File: src/rtl/rf_write_scheduler.sv
// Round-robin write-port scheduler for the 8x4 register file, with WRITE, ADD and CLEAR.
// Define RF_ADD_SAT_EN to make ADD saturate instead of wrap.
module rf_write_scheduler #(
  parameter int unsigned NREQ = 3,
  parameter int unsigned AW   = 3,
  parameter int unsigned DW   = 4
) (
  input  logic              clk,
  input  logic              reset,
  input  logic [NREQ-1:0]   req_valid,
  output logic [NREQ-1:0]   req_ready,
  input  logic [NREQ-1:0]   req_op,
  input  logic [NREQ*AW-1:0] req_addr,
  input  logic [NREQ*DW-1:0] req_data,
  input  logic              clear_start,
  output logic              busy,
  output logic [2:0]        grant_id,
  output logic [AW-1:0]     RF_add1,
  input  logic [DW-1:0]     RF_d1,
  output logic              RF_we,
  output logic [AW-1:0]     RF_wa,
  output logic [DW-1:0]     RF_wd
);

  localparam logic [2:0] LastRst = 3'(NREQ - 1);

  typedef enum logic [0:0] {StIdle, StClear} state_e;

  state_e          state_q, state_d;
  logic [AW-1:0]   clr_cnt_q, clr_cnt_d;
  logic [2:0]      last_q, grant_id_q;
  logic            stg_vld_q, stg_op_q;
  logic [AW-1:0]   stg_addr_q, add1_q;
  logic [DW-1:0]   stg_data_q;

  logic            accept;
  logic [2:0]      win;
  logic            sel_op;
  logic [AW-1:0]   sel_addr;
  logic [DW-1:0]   sel_data;
  logic [DW-1:0]   add_res;

  // Search starts one past the last winner; the first valid requester in that order wins.
  always_comb begin
    req_ready = '0;
    accept    = 1'b0;
    win       = last_q;
    sel_op    = 1'b0;
    sel_addr  = '0;
    sel_data  = '0;
    if (state_q == StIdle && !clear_start) begin
      for (int unsigned k = 1; k <= NREQ; k++) begin
        for (int unsigned j = 0; j < NREQ; j++) begin
          if (!accept && req_valid[j] && (j == (32'(last_q) + k) % NREQ)) begin
            accept       = 1'b1;
            win          = 3'(j);
            req_ready[j] = 1'b1;
            sel_op       = req_op[j];
            sel_addr     = req_addr[j*AW +: AW];
            sel_data     = req_data[j*DW +: DW];
          end
        end
      end
    end
  end

  always_comb begin
    state_d   = state_q;
    clr_cnt_d = clr_cnt_q;
    unique case (state_q)
      StIdle: begin
        if (clear_start) begin
          state_d   = StClear;
          clr_cnt_d = '0;
        end
      end
      StClear: begin
        clr_cnt_d = clr_cnt_q + 1'b1;
        if (clr_cnt_q == '1) state_d = StIdle;
      end
    endcase
  end

`ifdef RF_ADD_SAT_EN
  logic [DW:0] sum_ext;
  assign sum_ext = {1'b0, RF_d1} + {1'b0, stg_data_q};
  assign add_res = sum_ext[DW] ? '1 : sum_ext[DW-1:0];
`else
  assign add_res = RF_d1 + stg_data_q;
`endif

  always_comb begin
    RF_we = 1'b0;
    RF_wa = '0;
    RF_wd = '0;
    if (state_q == StClear) begin
      RF_we = 1'b1;
      RF_wa = clr_cnt_q;
    end else if (stg_vld_q) begin
      RF_we = 1'b1;
      RF_wa = stg_addr_q;
      RF_wd = stg_op_q ? add_res : stg_data_q;
    end
  end

  // Read address tracks the staged ADD and otherwise holds its last value.
  assign RF_add1  = (stg_vld_q && stg_op_q) ? stg_addr_q : add1_q;
  assign busy     = (state_q == StClear) || stg_vld_q;
  assign grant_id = grant_id_q;

  always_ff @(posedge clk) begin
    if (reset) begin
      state_q    <= StIdle;
      clr_cnt_q  <= '0;
      last_q     <= LastRst;
      grant_id_q <= LastRst;
      stg_vld_q  <= 1'b0;
      stg_op_q   <= 1'b0;
      stg_addr_q <= '0;
      stg_data_q <= '0;
      add1_q     <= '0;
    end else begin
      state_q   <= state_d;
      clr_cnt_q <= clr_cnt_d;
      stg_vld_q <= accept;
      if (accept) begin
        last_q     <= win;
        grant_id_q <= win;
        stg_op_q   <= sel_op;
        stg_addr_q <= sel_addr;
        stg_data_q <= sel_data;
      end
      if (stg_vld_q && stg_op_q) add1_q <= stg_addr_q;
    end
  end

endmodule

File: config.mk
export PLATFORM = sky130hd
export DESIGN_NAME = rf_write_scheduler
export DESIGN_NICKNAME = d
export VERILOG_FILES = /design/src/rtl/rf_write_scheduler.sv
export SDC_FILE = /design/constraint.sdc
export NUM_CORES = 1
export LEC_CHECK = 0
export CAP_MARGIN = 20
export CORE_MARGIN = 2
export CORE_UTILIZATION = 35
export DETAILED_ROUTE_END_ITERATION = 12
export PLACE_DENSITY = 0.62
export REMOVE_ABC_BUFFERS = 1
export SLEW_MARGIN = 25
export SYNTH_ARGS = -nofsm -noshare
export SYNTH_HDL_FRONTEND = slang
export SYNTH_SLANG_ARGS = --single-unit
File: constraint.sdc
create_clock -name clk -period 5.7 [get_ports clk]
set_input_delay 1.71 -clock clk [delete_from_list [all_inputs] [get_ports clk]]
set_output_delay 1.71 -clock clk [all_outputs]
set_load 0.005 [all_outputs]
==> impl_metrics.yaml <==
synthesis:
  yosys.area_share.simple: 0.2522
  synth_area_sq_mm: 0.001989
  synth.area.mux_share: 0.03145
  ys_types: 66
  yosys_warnings: 0
  netlist.area_leader.share: 0.1811
  ys_seq_area_frac: 0.1811
  synth-xor-area-share: 0.008805
  synth-main-ff-cell: "dfxtp_1"
  synth_compound_area_frac: 0.3742
  yosys-top-cells-area: "dfxtp_1 18%, ha_1 5.0%, a21oi_1 4.8%"
  ys_ff_latch: 18
  synth_edf_count: 0
  synth_area_leader_cell: "dfxtp_1"
  synthArstFlopShare: 0
  syn_avg_cell_area_sq_um: 7.593
  synthCells: 262
  synth_adder_area_share: 0.06038
  synth_top_family_by_area: "compound AO/OA/AOI/OAI gates"
global_route:
  track_usage: 0.2105
  grt_pass1_vias: 2134
  antenna_found_initial: 0
  grt_max_degree: 19
  grt_overflow_total: 0
  grt_pass1_wl_microns: 10640
min_path:
  hp-class: "reg -> reg"
setup_path:
  critical_path_class: "in -> out"
  cpMostUsedCell: "clkdlybuf4s50_1"
  critPathArrivalTime_ns: 3.81
  max_stage_delay_ns: 0.58
  cp-end-kind: "output port"
  critPathSlowestCell: "clkdlybuf4s50_1"
  cp_cell_sequence: "clkdlybuf4s50_1, or2_1, a31oi_1, and2_1, o21ai_0, inv_1, clkdlybuf4s50_1"
  critPathBufInv: 3
  critPathLaunchType: "input port"
  path_max_fanout: 7
  critPathTopFamily: "buffers and inverters"
  worstPathRequired_ns: 3.99
pwr:
  powerDensity_mw_per_mm2: 182.4
  leakage_nw: 1.046
  peakVddDrop_mv: 0.1060
  power_mw: 0.4770
route:
  drt_pass1_iterations: 5
  drtIter0Drc: 160
  vias: 2226
  vias_per_cell: 5.782
  drc: 0
  routed_wl_microns: 6514
  wl_per_cell_microns: 16.92
  ant_nets: 0
sta:
  period_needed_ns: 5.520
  setup-tns-final_ns: 0
  setup_viol: 0
  timing.final.ws_setup_ns: 0.1799
  timing.slew.headroom: 0.5120
  post-route-period-util: 0.9684
  max_freq_mhz: 181.2
  maxSlewViolCount: 0
  worst_pin_slew_ns: 0.7320
  hold_viol_final: 0
  clock_skew_ns: 0.001704
  rsz0062_at_grt: "false"
clocking:
  cts_hold_buf: 0
  clkTransAtPathRegs_ns: 0.07
  cts_buffer_depth: 2
  cts.htree.levels: 1
  cts_root_buf: "clkbuf_8"
  cts_setup_buffers: 0
  cts_tree: "done"
  cts.sinks: 18
  insertion_delay_ns: 0.25
  cts_buffers: 3
floorplan:
  io_pins: 52
  start_util: 0.3613
  core_area_sq_mm: 0.005507
  die_width_microns: 79.39
  die_height_microns: 79.39
  die-area_sq_mm: 0.006303
  rows: 27
cells_and_area:
  fillCellCount: 562
  syn2layout_area_growth_pct: 31.45
  drive_gt1_frac: 0.1374
  final_core_util: 0.4749
  final_nets: 358
  n_antenna_cell: 0
flow_run:
  maxCapViolCount: 0
outcome:
  status: "completed"
place:
  port_buffers: 50
  gp_congestion: 0.8917
  dp_slack_ns: 0.1761
  dp_hpwl_microns: 5172
==> where the power goes <==
part / total, mW / switching [mW] / internal (mW)
combinational: 0.241 / 0.131 / 0.110
clock: 0.0872 / 0.0403 / 0.0469
sequential: 0.149 / 0.0120 / 0.137
total: 0.477 / 0.184 / 0.293
==> stage by stage <==
stage,hold WS [ns],instance area [sq um],instances
6_report,0.4978,2615,385
5_1_grt,0.5325,2615,385
3_3_place_gp,0.4872,2570,382
4_1_cts,0.4977,2611,385
2_1_floorplan,0.4376,1874,246
3_5_place_dp,0.4828,2570,382
==> area by class of cell <==
class                      count  area, sq um  share of cell area
multi-input combinational    211         1454              0.5560
timing repair buffer          64        605.6              0.2316
sequential                    18        360.3              0.1378
tap                           72        90.09             0.03445
inverter                      17        63.81             0.02440
clock buffer                   3        41.29             0.01579
==> logic make-up after synthesis <==
family                   after synthesis
AO/OA/AOI/OAI                        100
AND/OR/NAND/NOR                       93
buffers and inverters                 33
flip-flops                            18
adder cells (fa/ha/maj)                9
multiplexers                           6
XOR/XNOR                               2
other                                  1
==> worst register-to-register path: stages (launching register included) <==
cell and delay, ns:
dfxtp_1 0.39, inv_1 0.08, ha_1 0.59, a22oi_2 0.30, buf_4 0.15, a21oi_1 0.09
a21oi_2 0.54, a221oi_1 0.14, a221oi_1 0.28
==> path summary, 6_finish.rpt <==
path,cells after the start,slack (ns),end,startpoint
worst max-delay path,7,0.18,req_ready[1],req_valid[2]
worst min-delay path,2,0.50,stg_data_q[3],stg_data_q[3]
worst max register to register,8,3.04,stg_data_q[1],grant_id[0]
worst min register to register,2,0.50,stg_data_q[3],stg_data_q[3]
==> registers in the layout, indices dropped and copies added (netlist names) <==
register / count
clr_cnt_q: 3
state_q: 1
stg_vld_q: 1
grant_id: 2
stg_op_q: 1
add1_q: 3
stg_data_q: 4
stg_addr_q: 3
==> cells in the mapped netlist, drive strengths merged, types with 3 or more instances <==
cell type,count
or2,4
nand2,26
a211o,3
nor3b,3
a22oi,4
a211oi,5
ha,8
a311o,4
nand3,9
inv,17
buf,13
dfxtp,18
o21ai,18
a21boi,3
and2,10
a31oi,5
o22a,4
and3,9
a221oi,4
o22ai,3
o32ai,3
nor2,23
a22o,3
mux2i,4
clkbuf,3
a21oi,20
a221o,4
o211ai,5
==> layer usage <==
layer	routed length, microns	vias to the layer above	GRT usage
met2	3128	86	0.3602
li1	-	1080	-
met5	0	-	0
met4	32	0	0.02586
met3	435	4	0.02602
met1	2917	1056	0.2917
==> what timing repair did <==
item | 4_1_cts | 5_1_grt
endpoints found under the hold margin | 0 | 0
endpoints found under the setup margin | 0 | 1
gates resized for setup | 0 | 1
==> cells in the final DEF (no fill, tap or decap), types with 8 or more instances in the layout <==
| cell | count |
|---|---|
| a21oi_1 | 18 |
| and2_1 | 9 |
| and3_1 | 9 |
| buf_4 | 14 |
| clkdlybuf4s50_1 | 50 |
| dfxtp_1 | 18 |
| ha_1 | 8 |
| inv_1 | 17 |
| nand2_1 | 23 |
| nor2_1 | 23 |
| o21ai_0 | 16 |
Note: power is estimated with default switching activity, not from simulation.
